File: src/rtl/sys_defs.sv
// Shared rename-stage definitions: machine sizes, index types and the
// packet structs exchanged between the free list and its neighbours.
package sys_defs;

    localparam int NUM_PR   = 64;
    localparam int NUM_ARCH = 32;
    localparam int NUM_FL   = NUM_PR - NUM_ARCH;
    localparam int NUM_ROB  = 8;
    localparam int ZERO_REG = 31;

    localparam int PR_W     = $clog2(NUM_PR);
    localparam int ARCH_W   = $clog2(NUM_ARCH);
    localparam int ROB_W    = $clog2(NUM_ROB);
    localparam int FL_W     = $clog2(NUM_FL);
    localparam int FL_PTR_W = FL_W + 1;

    typedef logic [PR_W-1:0]     PR_idx_t;
    typedef logic [ARCH_W-1:0]   arch_idx_t;
    typedef logic [ROB_W-1:0]    rob_idx_t;
    typedef logic [FL_PTR_W-1:0] fl_ptr_t;

    // The zero register keeps its reset mapping (arch r -> PR r) forever.
    localparam PR_idx_t   ZERO_PR   = PR_idx_t'(ZERO_REG);
    localparam arch_idx_t ZERO_ARCH = arch_idx_t'(ZERO_REG);

    typedef struct packed {
        logic      dispatch_en;
        arch_idx_t dest_idx;
        rob_idx_t  rob_tail_idx;
        logic      retire_en;
        PR_idx_t   t_old_idx_head;
        logic      rollback_en;
        rob_idx_t  rob_rollback_idx;
    } FREELIST_PACKET_IN;

    typedef struct packed {
        PR_idx_t T_idx;
        logic    free_valid;
    } FREELIST_PACKET_OUT;

endpackage

File: src/rtl/free_list.sv
// Circular free list of physical registers for the rename stage, with one
// head-pointer checkpoint per ROB entry for branch-mispredict recovery.
module free_list
    import sys_defs::*;
(
    input  logic                  clock,
    input  logic                  reset,
    input  logic                  en,
    input  logic                  dispatch_en,
    input  logic [ARCH_W-1:0]     dest_idx,
    input  logic [ROB_W-1:0]      ROB_tail_idx,
    input  logic                  retire_en,
    input  logic [PR_W-1:0]       T_old_idx_head,
    input  logic                  rollback_en,
    input  logic [ROB_W-1:0]      ROB_rollback_idx,
    output logic [PR_W-1:0]       T_idx,
    output logic                  free_valid,
    output logic [FL_PTR_W-1:0]   free_count
);

    FREELIST_PACKET_IN  pkt_in;
    FREELIST_PACKET_OUT pkt_out;

    PR_idx_t fl_q [NUM_FL];
    fl_ptr_t chk_q [NUM_ROB];
    fl_ptr_t head_q, head_d, tail_q, tail_d, free_count_q;
    fl_ptr_t count, head_post_pop;
    logic    is_zero, full, accept, pop, push;

    assign pkt_in = '{
        dispatch_en:      dispatch_en,
        dest_idx:         dest_idx,
        rob_tail_idx:     ROB_tail_idx,
        retire_en:        retire_en,
        t_old_idx_head:   T_old_idx_head,
        rollback_en:      rollback_en,
        rob_rollback_idx: ROB_rollback_idx
    };

    always_comb begin
        count   = tail_q - head_q;
        is_zero = (pkt_in.dest_idx == ZERO_ARCH);
        full    = (head_q[FL_W-1:0] == tail_q[FL_W-1:0]) && (head_q[FL_W] != tail_q[FL_W]);

        pkt_out.free_valid = (count != '0) || is_zero;
        pkt_out.T_idx      = is_zero ? ZERO_PR : fl_q[head_q[FL_W-1:0]];

        // A rollback squashes this cycle's dispatch; no bypass from a same-cycle retire.
        accept = en && pkt_in.dispatch_en && pkt_out.free_valid && !pkt_in.rollback_en;
        pop    = accept && !is_zero;
        push   = en && pkt_in.retire_en && (pkt_in.t_old_idx_head != ZERO_PR);

        head_post_pop = head_q + FL_PTR_W'(pop);
        head_d        = pkt_in.rollback_en ? chk_q[pkt_in.rob_rollback_idx] : head_post_pop;
        tail_d        = tail_q + FL_PTR_W'(push);
    end

    assign T_idx      = pkt_out.T_idx;
    assign free_valid = pkt_out.free_valid;
    assign free_count = free_count_q;

    always_ff @(posedge clock) begin
        if (reset) begin
            for (int i = 0; i < NUM_FL; i++) begin
                fl_q[i] <= PR_idx_t'(NUM_ARCH + i);
            end
            head_q       <= '0;
            tail_q       <= fl_ptr_t'(NUM_FL);
            free_count_q <= fl_ptr_t'(NUM_FL);
        end else if (en) begin
            head_q       <= head_d;
            tail_q       <= tail_d;
            free_count_q <= tail_d - head_d;
            if (push) begin
                fl_q[tail_q[FL_W-1:0]] <= pkt_in.t_old_idx_head;
            end
        end
    end

    // Checkpoints capture the head as it stands after this dispatch's own pop.
    generate
        for (genvar gi = 0; gi < NUM_ROB; gi++) begin : g_chk
            always_ff @(posedge clock) begin
                if (reset) begin
                    chk_q[gi] <= '0;
                end else if (accept && (pkt_in.rob_tail_idx == rob_idx_t'(gi))) begin
                    chk_q[gi] <= head_post_pop;
                end
            end
        end
    endgenerate

    push_while_full_a: assert property (@(posedge clock) disable iff (reset) !(push && full));

endmodule

File: config.mk
export PLATFORM = sky130hd
export DESIGN_NAME = free_list
export DESIGN_NICKNAME = d
export VERILOG_FILES = /design/src/rtl/sys_defs.sv /design/src/rtl/free_list.sv
export SDC_FILE = /design/constraint.sdc
export NUM_CORES = 1
export LEC_CHECK = 0
export BUFFER_PORTS_ARGS = -buffer_cell sky130_fd_sc_hd__buf_2
export CORE_ASPECT_RATIO = 1.2
export CORE_MARGIN = 4
export CORE_UTILIZATION = 40
export CTS_CLUSTER_DIAMETER = 120
export CTS_CLUSTER_SIZE = 12
export DETAILED_ROUTE_END_ITERATION = 8
export SLEW_MARGIN = 15
export SYNTH_ARGS = -nofsm -noshare
export SYNTH_HDL_FRONTEND = slang
export SYNTH_SLANG_ARGS = --single-unit
File: constraint.sdc
create_clock -name clock -period 9.8 [get_ports clock]
set_clock_uncertainty 0.05 [all_clocks]
set_input_delay 0.49 -clock clock [delete_from_list [all_inputs] [get_ports clock]]
set_output_delay 0.49 -clock clock [all_outputs]
set_load 0.05 [all_outputs]
==> metrics, run 1 <==
outcome=finished, final reports clean; Slew @ Worst Pin=around 1200 ps; ys flop type=edfxtp_1; first-pass GRT wire length=between 40000 and 50000 um; remaining global-route overflow=0; GR Util All Layers=0.181; residual DRC count=0; Clock Tree Buf Depth=3; Critical Path Fanout Max=13; vias=between 7k and 8k; root buffer cell=clkbuf_16; Area Overhead vs Synth=8.49%; fraction of the mapped netlist area in compound gates=0.0464; simple-gate share of the synthesized area=0.158; H-tree levels=1; FP Rows=71; EDFF count, synth=240; Hold Buf Count CTS=0; antenna fix cells=0; Netlist cell types=54; hold violation count in the final report=0; hold crit path type=input port to flip-flop; Worst Path Class, Setup=flip-flop to flip-flop; largest net degree at the start of global routing=52; gp weighted congestion=just over 0.8; max_slew headroom=0.219; core region area=31300 um^2; I/O pin total=36; vias per cell=between 5 and 6; 1st-pass router iterations=5; final hold slack=268 ps; area share of the largest cell type after synthesis=0.569; Setup Total Neg Slack=0 ps; FF+latch count, synth=263; DR WL/cell=approximately 23 um; CTS tree=yes; mapped cell area=12700 um^2; Die W=170 um; Post-DRT Antenna Nets=0; mux contribution to synthesized area=0.131; worst skew pair latency=530 ps; Sink Count=263; Max Fclk=214 MHz; Finish-stage setup viols=0; starting density of the core=0.405; Lkg Pwr=4.21 nW; Critical Path End Type=flip-flop; Tmin final=roughly 4700 ps; fraction of registers with async set or reset after synthesis=0; clock buffer count from CTS=25; Synth area leaders=edfxtp_1, mux4_2, or3_1; die height=203 um; vias in the first global route=between 8k and 9k; Synth area leader=edfxtp_1; maximum resistive drop on vdd=between 100 and 150 uV; Arr. time, crit path=between 5000 and 6000 ps; Max-cap violations=0; initial antenna violation count=1; die area=34600 um^2; reg-to-reg slack, setup=roughly 5100 ps; PortBufs=35; Worst-path clk slew=roughly 60 ps; warnings from Yosys=0; # Post-CTS Setup Buffers=0; RSZ-0062 raised after global routing=no; Final Slew Violations=0; xor/xnor share of the synthesized area=0.0104; PD cells=176 nW/um^2; Final #Nets=~1000; post-CTS resize count=0; Syn Nets=1003; Routed WL=roughly 31000 um; Avg Cell Area, Syn=about 13 um^2; Synth Instances=a little under 1k; post-synthesis sequential area ratio=0.605; Post-Synth Adder-Cell Area=0.0142; estimated wirelength of the detail-placed design=19500 um; WP data required=about 10000 ps; startpoint types=flip-flop; 1st-iter DRT viols=about 650; crit share post-route=0.478; fraction of layout cells with a size suffix above 1=0.158; largest family of logic cells by synthesized area=simple AND/OR/NAND/NOR gates
## logic make-up (layout without fill, tap and decap cells)
| group | Yosys count | count (layout) |
|---|---|---|
| AND/OR/NAND/NOR | 399 | 399 |
| flip-flops | 263 | 263 |
| buffers and inverters | 101 | 104 |
| AO/OA/AOI/OAI | 90 | 90 |
| multiplexers | 85 | 85 |
| XOR/XNOR | 15 | 15 |
| adder cells (fa/ha/maj) | 14 | 14 |
## stage by stage
step	instance area, um^2	worst slack [ps]	utilization	total power, W	cells
global placement	13100	5220	0.417	0.00156	1326
global route	13800	4810	0.440	0.00250	1371
detailed placement	13100	5140	0.417	0.00156	1326
CTS	13800	5120	0.440	0.00244	1371
floorplan	12700	5600	-	0.00148	967
finish	13800	5120	0.440	0.00242	1371
## layout by cell type, fill, tap and decap left out, types with 6 or more instances in the layout
master / n
nor3_1: 54
xor2_1: 10
buf_2: 35
nand3_1: 23
mux2i_1: 18
mux4_2: 65
and2_1: 39
nor2_1: 98
dfxtp_1: 21
clkbuf_16: 25
nor2b_1: 10
or3_1: 80
clkbuf_1: 20
inv_1: 13
buf_4: 9
a21oi_1: 10
nand2b_1: 6
ha_1: 12
edfxtp_1: 240
o21ai_0: 43
nand2_1: 68
a211oi_1: 16
## synth_stat cells (all sizes together), types with 9 or more instances
cell and instances:
a211oi 17, a21oi 10, and2 40, buf 17, clkbuf 69, dfxtp 23, edfxtp 240, ha 12
inv 13, mux2i 18, mux4 65, nand2 69, nand2b 9, nand3 23, nor2 98, nor2b 10
nor3 54, o21ai 43, or3 80, xor2 10
## flip-flops by register name (all words and copies together), names as in the netlist, named ones only
name        cells
fl_q          192
chk_q          48
free_count      6
head_q          6
tail_q          6
## per-layer routing
| metal | track usage | vias to the layer above | share of wire |
|---|---|---|---|
| met5 | 0 | - | 0.00026 |
| met4 | 0.0402 | 2 | 0.017 |
| met3 | 0.0241 | 36 | 0.045 |
| met2 | 0.308 | 192 | 0.51 |
| met1 | 0.248 | 3939 | 0.42 |
| li1 | - | 3603 | - |
## worst max-delay path, stage by stage (launching register included)
cell	delay [ps]
dfxtp_1	490
ha_1	300
nor2b_1	150
o21a_1	160
o21a_1	190
o21a_1	180
o311ai_2	730
and3_1	270
ha_1	180
ha_1	260
a21oi_1	320
ha_1	290
nor2b_1	140
o21ai_0	290
o31ai_4	130
a31o_2	270
nor2_1	100
a211oi_1	50
## area by class of cell
| cell class | count | area [um^2] |
|---|---|---|
| sequential | 263 | 7670 |
| clock buffer | 45 | 701 |
| multi-input combinational | 603 | 4580 |
| tap | 401 | 502 |
| inverter | 15 | 56.3 |
| timing repair buffer | 44 | 243 |
| fill | 2906 | 17500 |
## final timing paths
check | startpoint | depth (start not counted) | to
max | tail_q[1]$_SDFFE_PP0P_ | 17 | free_count[5]$_SDFFE_PP1P_
min | T_old_idx_head[1] | 2 | fl_q[31][1]$_SDFFCE_PN1P_
max reg2reg | tail_q[1]$_SDFFE_PP0P_ | 17 | free_count[5]$_SDFFE_PP1P_
min reg2reg | free_count[0]$_SDFFE_PP0P_ | 2 | free_count[0]$_SDFFE_PP0P_
## report_power, final
group | switching (W) | total, W | leakage, nW | internal (W)
clock network | 0.000407 | 0.000886 | 0.332 | 0.000479
registers | 0.0000196 | 0.00128 | 2.44 | 0.00126
logic | 0.000168 | 0.000253 | 1.44 | 0.0000846
total | 0.000595 | 0.00242 | 4.21 | 0.00182
(Power assumes the default switching activity.)
==> inputs of run 2 (changes only) <==
==> constraint.sdc (replaced) <==
create_clock -name clock -period 4.44 [get_ports clock]
set_clock_uncertainty 0.05 [all_clocks]
set_input_delay 0.222 -clock clock [delete_from_list [all_inputs] [get_ports clock]]
set_output_delay 0.222 -clock clock [all_outputs]
set_load 0.05 [all_outputs]
==> run 2 against run 1 <==
Non-clock buffer count rose by 48. Clock power increased by 110%. Power rose by 120%. Design area is 2.6% higher. Hold slack worse by 210 ps. Flip-flop and latch count did not move. Fmax grew 14%. Die area did not move. Sequential power rose by 120%. Critical path type unchanged. Largest power group unchanged.
==> metrics, run 2 (synthesized netlist as in run 1, its figures left out) <==
outcome=finished, final reports clean; met3 Usage GRT=0.0280 (+0.00389); CTS tree=yes; Max-cap violations=0 (unchanged); Finish-stage setup viols=0 (unchanged); Routed WL=31800 um (+2.1%); max reg flops=192 (unchanged); Clock Tree Buf Depth=3 (unchanged); Die W=170 um (unchanged); die height=203 um (unchanged); PortBufs=35 (unchanged); H-tree levels=1 (unchanged); commonest non-fill, non-tap cell in the layout=edfxtp_1; Finished Core Util=0.451 (+0.0116); Final Slew Violations=0 (unchanged); first-pass GRT wire length=49500 um (+2.3%); Lkg Pwr=4.44 nW (+5.3%); Slew @ Worst Pin=1120 ps (-41.9 ps); # Post-CTS Setup Buffers=0 (unchanged); GR Util All Layers=0.185 (+0.00455); remaining global-route overflow=0 (unchanged); commonest cells after routing, fill and taps aside=edfxtp_1, nor2_1, or3_1; WP data required=4790 ps (-5370 ps); Largest Register=fl_q; Setup Total Neg Slack=0 ps (unchanged); 1st-iter DRT viols=792 (+23%); Critical Path End Type=flip-flop; estimated wirelength of the detail-placed design=21300 um (+9.0%); root buffer cell=clkbuf_16; maximum resistive drop on vdd=224 uV (+95%); worst skew pair latency=520 ps (about the same); max_slew headroom=0.246 (+0.0266); clock buffer count from CTS=25 (unchanged); largest registers=fl_q x192, chk_q x48; DR WL/cell=22.5 um (-0.68%); largest net degree at the start of global routing=46 (-12%); vias per cell=5.72 (+0.85%); Final #Nets=1036 (+4.9%); Worst-path clk slew=60 ps (about the same); core region area=31300 um^2 (unchanged); crit share post-route=0.923 (+0.445); I/O pin total=36 (unchanged); die area=34600 um^2 (unchanged); GR Util met1=0.250 (+0.00226); hold violation count in the final report=0 (unchanged); Area Overhead vs Synth=11.4%; Critical Path Fanout Max=4 (-9); RSZ-0062 raised after global routing=no; startpoint types=flip-flop; Post-DRT Antenna Nets=0 (unchanged); GR Layer Usage met2=0.314 (+0.00636); Tmin final=4100 ps (-585 ps); Sink Count=263 (unchanged); gp weighted congestion=0.807 (-2.5%); Max Fclk=244 MHz (+14%); fraction of layout cells with a size suffix above 1=0.203 (+0.0456); Worst Path Class, Setup=flip-flop to flip-flop; vias=8061 (+3.7%); hold crit path type=input port to flip-flop; initial antenna violation count=0 (-1); Arr. time, crit path=4440 ps (-600 ps); residual DRC count=0 (unchanged); 1st-pass router iterations=4 (-1); starting density of the core=0.405 (unchanged); global route hottest layer=met2; FP Rows=71 (unchanged); PD cells=375 nW/um^2 (+110%); number of fill cells=2831 (-2.6%); vias in the first global route=8152 (+0.62%)
-- run 2: path summary, 6_finish.rpt --
check / cells past startpoint / from / end / slack [ps]
setup / recovery: 18 / head_q[1]$_SDFFE_PP0P_ / free_count[5]$_SDFFE_PP1P_ / 340
hold / removal: 2 / T_old_idx_head[2] / fl_q[29][2]$_SDFFCE_PN1P_ / 60
setup reg to reg: 18 / head_q[1]$_SDFFE_PP0P_ / free_count[5]$_SDFFE_PP1P_ / 340
hold reg to reg: 2 / free_count[0]$_SDFFE_PP0P_ / free_count[0]$_SDFFE_PP0P_ / 430
-- run 2: layer usage --
| layer | vias up | wire length [um] |
|---|---|---|
| met5 | - | 0 |
| met1 | 4071 | 13000 |
| li1 | 3698 | - |
| met3 | 51 | 1770 |
| met2 | 241 | 16200 |
| met4 | 0 | 785 |
-- run 2: power by group --
part	internal [W]	switching, W
registers	0.00278	0.0000530
logic	0.000210	0.000368
clock network	0.00102	0.000858
total	0.00401	0.00128
-- run 2: layout make-up --
class | instances | area [um^2] | area share
clock buffers | 35 | 663 | 0.0470
inverters | 15 | 56.3 | 0.00399
flip-flops and latches | 263 | 7670 | 0.544
well taps | 401 | 502 | 0.0355
multi-input cells | 603 | 4600 | 0.326
diodes | 1 | 2.50 | 0.000177
repair buffers | 92 | 618 | 0.0438
-- run 2: stage by stage --
step	std cells	hold WS [ps]	cell area [um^2]	setup slack [ps]	power, W
3_3_place_gp	1373	419	13400	287	0.00346
6_report	1410	60.6	14100	344	0.00529
5_1_grt	1409	59.8	14100	36.5	0.00549
3_5_place_dp	1373	421	13400	98.4	0.00347
2_1_floorplan	967	351	12700	243	0.00326
4_1_cts	1409	38.7	14100	78.9	0.00533
-- run 2: worst max-delay path, stage by stage (launching register included) --
cell	delay, ps
dfxtp_1	390
inv_1	90
ha_1	310
nor2b_1	160
o21a_1	170
o21a_1	210
o41ai_2	280
o311ai_2	170
and3_1	190
ha_1	210
ha_1	340
a21oi_2	250
ha_1	260
nor2b_1	150
o21ai_1	210
o31ai_4	120
a31o_2	260
nor2_1	100
a211oi_1	50
-- run 2: repair_timing --
| item | CTS | global route |
|---|---|---|
| setup endpoints to repair | 0 | 2 |
| endpoints found under the hold margin | 2 | 0 |
| hold buffers | 1 | 0 |
| gates resized for setup | 0 | 5 |
